$ cat config.mk
export PLATFORM = sky130hd
export DESIGN_NAME = axis_pkt_arbiter
export DESIGN_NICKNAME = d
export VERILOG_FILES = /design/src/rtl/axis_pkt_arbiter_pkg.sv /design/src/rtl/axis_skid.sv /design/src/rtl/axis_pkt_arbiter.sv
export SDC_FILE = /design/constraint.sdc
export NUM_CORES = 1
export LEC_CHECK = 0
export ABC_AREA = 0
export CAP_MARGIN = 20
export CORE_ASPECT_RATIO = 1.1
export CORE_MARGIN = 10
export CORE_UTILIZATION = 30
export DETAILED_ROUTE_END_ITERATION = 7
export HOLD_SLACK_MARGIN = 0.12
export SYNTH_ARGS = -nofsm -noshare
export SYNTH_HDL_FRONTEND = slang
export SYNTH_SLANG_ARGS = --single-unit
$ cat constraint.sdc
create_clock -name aclk -period 3.9 [get_ports aclk]
set_clock_uncertainty 0.1 [all_clocks]
set_input_delay 0.78 -clock aclk [delete_from_list [all_inputs] [get_ports aclk]]
set_output_delay 0.78 -clock aclk [all_outputs]
set_load 0.03 [all_outputs]
$ cat src/rtl/axis_pkt_arbiter_pkg.sv
// Shared types for the packet-locked AXI-Stream arbiter.
//   arb_state_e : arbiter FSM encoding (IDLE waits for requests, BUSY holds a packet grant)
package axis_pkt_arbiter_pkg;

    typedef enum logic {
        IDLE = 1'b0,
        BUSY = 1'b1
    } arb_state_e;

endpackage

$ cat src/rtl/axis_skid.sv
// Two-entry AXI-Stream register slice with registered ready and registered outputs.
// Ports:
//   aclk, aresetn          clock, asynchronous active-low reset
//   s_tvalid/s_tready/s_tdata  upstream handshake (s_tready registered, high while <= 1 entry held)
//   m_tvalid/m_tready/m_tdata  downstream handshake (held stable while stalled)
module axis_skid #(
    parameter int unsigned WIDTH = 9
) (
    input  logic             aclk,
    input  logic             aresetn,
    input  logic             s_tvalid,
    output logic             s_tready,
    input  logic [WIDTH-1:0] s_tdata,
    output logic             m_tvalid,
    input  logic             m_tready,
    output logic [WIDTH-1:0] m_tdata
);

    logic             skid_valid_q, skid_valid_d;
    logic [WIDTH-1:0] skid_data_q, skid_data_d;
    logic             main_valid_d;
    logic [WIDTH-1:0] main_data_d;
    logic             ready_d;
    logic             push, pop;

    assign push = s_tvalid & s_tready;
    assign pop  = m_tvalid & m_tready;

    // Next occupancy: the output register refills from the skid entry first, then from upstream.
    always_comb begin
        skid_valid_d = skid_valid_q;
        skid_data_d  = skid_data_q;
        main_valid_d = m_tvalid;
        main_data_d  = m_tdata;
        if (!m_tvalid || pop) begin
            if (skid_valid_q) begin
                main_valid_d = 1'b1;
                main_data_d  = skid_data_q;
                skid_valid_d = 1'b0;
            end else begin
                main_valid_d = push;
                if (push) begin
                    main_data_d = s_tdata;
                end
            end
        end else if (push) begin
            skid_valid_d = 1'b1;
            skid_data_d  = s_tdata;
        end
        // The skid entry is only ever filled behind a full output register.
        ready_d = ~skid_valid_d;
    end

    always_ff @(posedge aclk or negedge aresetn) begin
        if (!aresetn) begin
            skid_valid_q <= 1'b0;
            skid_data_q  <= '0;
            m_tvalid     <= 1'b0;
            m_tdata      <= '0;
            s_tready     <= 1'b0;
        end else begin
            skid_valid_q <= skid_valid_d;
            skid_data_q  <= skid_data_d;
            m_tvalid     <= main_valid_d;
            m_tdata      <= main_data_d;
            s_tready     <= ready_d;
        end
    end

endmodule

$ cat src/rtl/axis_pkt_arbiter.sv
// Round-robin, packet-locked arbiter merging INPUTS AXI-Stream sources into one sink.
// A grant is held from the first beat of a packet through its tlast beat.
// Ports:
//   aclk, aresetn                     clock, asynchronous active-low reset
//   s_tvalid_i/s_tready_o/s_tlast_i   per-source handshake, bit i = source i
//   s_tdata_i                         source i data at [i*WIDTH +: WIDTH]
//   m_tvalid_o/m_tready_i/m_tlast_o/m_tdata_o  merged stream (through a 2-entry slice)
//   grant_o                           one-hot current grant, 0 when idle
//   busy_o                            high while a packet is in progress
module axis_pkt_arbiter
    import axis_pkt_arbiter_pkg::*;
#(
    parameter int unsigned WIDTH  = 8,
    parameter int unsigned INPUTS = 2,
    parameter int unsigned GBITS  = (INPUTS > 1) ? $clog2(INPUTS) : 1
) (
    input  logic                    aclk,
    input  logic                    aresetn,
    input  logic [INPUTS-1:0]       s_tvalid_i,
    output logic [INPUTS-1:0]       s_tready_o,
    input  logic [INPUTS-1:0]       s_tlast_i,
    input  logic [INPUTS*WIDTH-1:0] s_tdata_i,
    output logic                    m_tvalid_o,
    input  logic                    m_tready_i,
    output logic                    m_tlast_o,
    output logic [WIDTH-1:0]        m_tdata_o,
    output logic [INPUTS-1:0]       grant_o,
    output logic                    busy_o
);

    arb_state_e        state_q, state_d;
    logic [GBITS-1:0]  ptr_q, ptr_d;
    logic [GBITS-1:0]  gidx_q, gidx_d;
    logic [INPUTS-1:0] grant_q, grant_d;
    logic [GBITS-1:0]  pick;

    logic              sel_valid, sel_last;
    logic [WIDTH-1:0]  sel_data;
    logic              slice_valid, slice_ready, xfer;

    // First requesting index at or above ptr, searching cyclically.
    function automatic logic [GBITS-1:0] rr_pick(input logic [INPUTS-1:0] req,
                                                 input logic [GBITS-1:0]  ptr);
        logic [GBITS-1:0] res;
        logic [GBITS-1:0] cand;
        logic             found;
        res   = '0;
        found = 1'b0;
        for (int unsigned k = 0; k < INPUTS; k++) begin
            cand = GBITS'((32'(ptr) + k) % INPUTS);
            if (!found && req[cand]) begin
                res   = cand;
                found = 1'b1;
            end
        end
        return res;
    endfunction

    assign pick = rr_pick(s_tvalid_i, ptr_q);

    // Only the granted source's signals reach the slice.
    always_comb begin
        sel_valid = 1'b0;
        sel_last  = 1'b0;
        sel_data  = '0;
        for (int unsigned i = 0; i < INPUTS; i++) begin
            if (GBITS'(i) == gidx_q) begin
                sel_valid = s_tvalid_i[i];
                sel_last  = s_tlast_i[i];
                sel_data  = s_tdata_i[i*WIDTH +: WIDTH];
            end
        end
    end

    assign slice_valid = (state_q == BUSY) & sel_valid;
    assign xfer        = slice_valid & slice_ready;

    // Next-state: grant on the IDLE decision cycle, release on the tlast transfer.
    always_comb begin
        state_d = state_q;
        ptr_d   = ptr_q;
        gidx_d  = gidx_q;
        grant_d = grant_q;
        case (state_q)
            IDLE: begin
                if (|s_tvalid_i) begin
                    gidx_d  = pick;
                    grant_d = INPUTS'(1) << pick;
                    state_d = BUSY;
                end
            end
            BUSY: begin
                if (xfer && sel_last) begin
                    state_d = IDLE;
                    grant_d = '0;
                    ptr_d   = (gidx_q == GBITS'(INPUTS - 1)) ? '0 : gidx_q + GBITS'(1);
                end
            end
            default: state_d = IDLE;
        endcase
    end

    always_ff @(posedge aclk or negedge aresetn) begin
        if (!aresetn) begin
            state_q <= IDLE;
            ptr_q   <= '0;
            gidx_q  <= '0;
            grant_q <= '0;
        end else begin
            state_q <= state_d;
            ptr_q   <= ptr_d;
            gidx_q  <= gidx_d;
            grant_q <= grant_d;
        end
    end

    assign grant_o    = grant_q;
    assign busy_o     = (state_q == BUSY);
    assign s_tready_o = grant_q & {INPUTS{slice_ready}};

    axis_skid #(
        .WIDTH(WIDTH + 1)
    ) u_slice (
        .aclk    (aclk),
        .aresetn (aresetn),
        .s_tvalid(slice_valid),
        .s_tready(slice_ready),
        .s_tdata ({sel_last, sel_data}),
        .m_tvalid(m_tvalid_o),
        .m_tready(m_tready_i),
        .m_tdata ({m_tlast_o, m_tdata_o})
    );

endmodule

==> results.md <==
* Nets@finish at 184
* Mapped Area at 0.00145 mm^2
* Top cells by area, synth: dfrtp_1 45%, mux2_4 10%, a211oi_1 9.9%, mux2_2 7.0%, mux2i_1 6.2%
* Worst R2R Path Depth at 3
* Worst path required time at 3020 ps
* RSZ-0062 raised after global routing: false
* Final setup TNS at 0 ps
* Worst Max-Slew Pin Slew at 744 ps
* Largest net degree at the start of global routing at 23
* Initial drt markers at 83
* Num CTS Buffers at 3
* Fraction of layout cells with a size suffix above 1 at 0.175
* Number of iterations in the first detailed-routing pass at 4
* ANT cells at 0
* PwrDens at 812 mW/mm^2
* Clock latency on the worst-skew pair at 280 ps
* Peak supply drop at roughly 250 uV
* Initial antenna violation count at 0
* Max-slew headroom at 0.504
* Worst hold path type: flop to flop
* Post-DP HPWL at 2820 um
* Clock sink total at 26
* Syn-to-layout area delta at 32.8%
* Final hold vios at 0
* Met3 routed WL at 209 um
* Startpoint types: flop
* Vias at 1116
* Vias in the first global route at 1308
* All-Layer GR Usage at 0.100
* Clock root buffer: clkbuf_8
* Crit path max fanout at 4
* Post-DR wirelength/cell at 17.6 um
* CTS H-tree depth at 1
* Synth Warn # at 0
* Fmax achieved at approximately 430 MHz
* Post-synthesis register bit count at 26
* Pleak at 0.752 nW
* Num ports at 38
* Mapped Avg Cell Area at ~12 um^2
* Place WS at 1270 ps
* Post-route ant nets at 0
* Commonest non-fill, non-tap cell in the layout: clkdlybuf4s50_1
* Hold buffers post-CTS at 0
* Row count at 26
* Most frequent cells in the layout: 37 x clkdlybuf4s50_1, 26 x dfrtp_1, 19 x a211oi_1, 10 x mux2_4
* Register area share after synthesis at 0.449
* Core region area at 0.00465 mm^2
* Die ar. at 0.00801 mm^2
* Crit end category: output port
* Chip Height at 92.9 um
* Gpl congestion at 0.722
* DR WL met2 at between 1500 and 2000 um
* First-pass GRT wire length at 6550 um
* Die Wd at 86.2 um
* Post-synth top area cell: dfrtp_1
* Initial Util at 0.311
* M1 WL at 1640 um
* Vias/cell at 5.17
* Hold Path Stages at 1
* # resized after CTS at 0
* Pins Over Slew Limit at 0
* TritonCTS clock tree: yes
* Number of flops mapped to enable cells by yosys at 0
* Async SR Flop Fraction at 1.00
* Minimum clock period at roughly 2300 ps
* Max-cap viol count at 0
* Worst EP arrival at 1450 ps
* Worst-path clk slew at about 90 ps
* Setup ws final at 1570 ps
* Period utilisation layout at 0.598
* Total gr overflow at 0
* Syn nets at 148
* Residual DRC at 0
* Setup CP Type: flop to output port
* DR top layer: met4
* Outcome: complete, no violations
* Port Buf Inserts at 37
* Prevailing post-synth register cell: dfrtp_1
* Setup violations, final at 0
* Syn Inst Count at 125
* Setup repair bufs after CTS at 0
* Synth top area share at 0.449
* Total Wirelength at around 3800 um
* Clk buf depth at 2
* Post-synth cell types at 26
==> report_power, final <==
group	total (mW)	switching, mW	internal, mW
Combinational	0.845	0.432	0.413
Sequential	0.537	0.134	0.403
Clock	0.178	0.0880	0.0904
==> metal layers <==
metal	vias up	global-route usage
met3	4	0.0254
met2	27	0.164
met1	551	0.119
met4	0	0.0459
met5	-	0
li1	534	-
==> final timing paths <==
| kind | slack [ps] | startpoint | end |
|---|---|---|---|
| max in group asynchronous | 2430 | aresetn | u_slice.skid_data_q[6] |
| setup / recovery | 1570 | u_slice.s_tready | s_tready_o[1] |
| setup reg to reg | 1740 | gidx_q | u_slice.m_tvalid |
| min in group asynchronous | 770 | aresetn | busy_o |
| hold / removal | 410 | u_slice.skid_data_q[6] | u_slice.skid_data_q[6] |
| hold reg to reg | 410 | u_slice.skid_data_q[6] | u_slice.skid_data_q[6] |
==> cell type report <==
type | instances | area [um^2]
inverters | 3 | 11.3
clock buffers | 4 | 55.1
well taps | 56 | 70.1
repair buffers | 39 | 393
flip-flops and latches | 26 | 651
fillers | 448 | 2730
multi-input cells | 88 | 742
==> synthesized netlist by cell type (3+ instances only) <==
| library cell | n |
|---|---|
| dfrtp_1 | 26 |
| a211oi_1 | 19 |
| mux2_4 | 10 |
| mux2_2 | 9 |
| mux2i_1 | 9 |
| nand2b_1 | 9 |
| nor4_1 | 9 |
| nand2_1 | 5 |
| buf_2 | 4 |
| and2_1 | 3 |
| o21ai_0 | 3 |
==> logic make-up (layout without fill, tap and decap cells) <==
logic type | Yosys count | count (layout) | synth area share
muxes | 29 | 29 | 0.245
buffers and inverters | 11 | 46 | 0.0398
DFF | 26 | 26 | 0.449
and+or+nand+nor | 31 | 31 | 0.127
AOI/OAI and AO/OA | 28 | 28 | 0.138
==> critical path, stage by stage (launching register included) <==
cell and delay (ps):
dfrtp_1 380, and2_1 130, clkdlybuf4s50_1 660
==> state kept, by name, summed over array words and instances, names as in the netlist <==
signal,flops
busy_o,1
gidx_q,1
grant_o,2
ptr_q,1
u_slice.m_tdata,9
u_slice.m_tvalid,1
u_slice.s_tready,1
u_slice.skid_data_q,9
u_slice.skid_valid_q,1
==> metrics by stage <==
step	hold slack (ps)	util	cells	total power, mW	cell area [um^2]
after global routing	438	0.413	216	1.68	1920
after detailed placement	387	0.401	212	1.40	1870
after global placement	389	0.398	211	1.37	1850
after floorplan	373	-	125	1.10	1450
after CTS	414	0.413	216	1.57	1920
final	413	0.413	216	1.56	1920
Note: power is estimated with default switching activity, not from simulation.
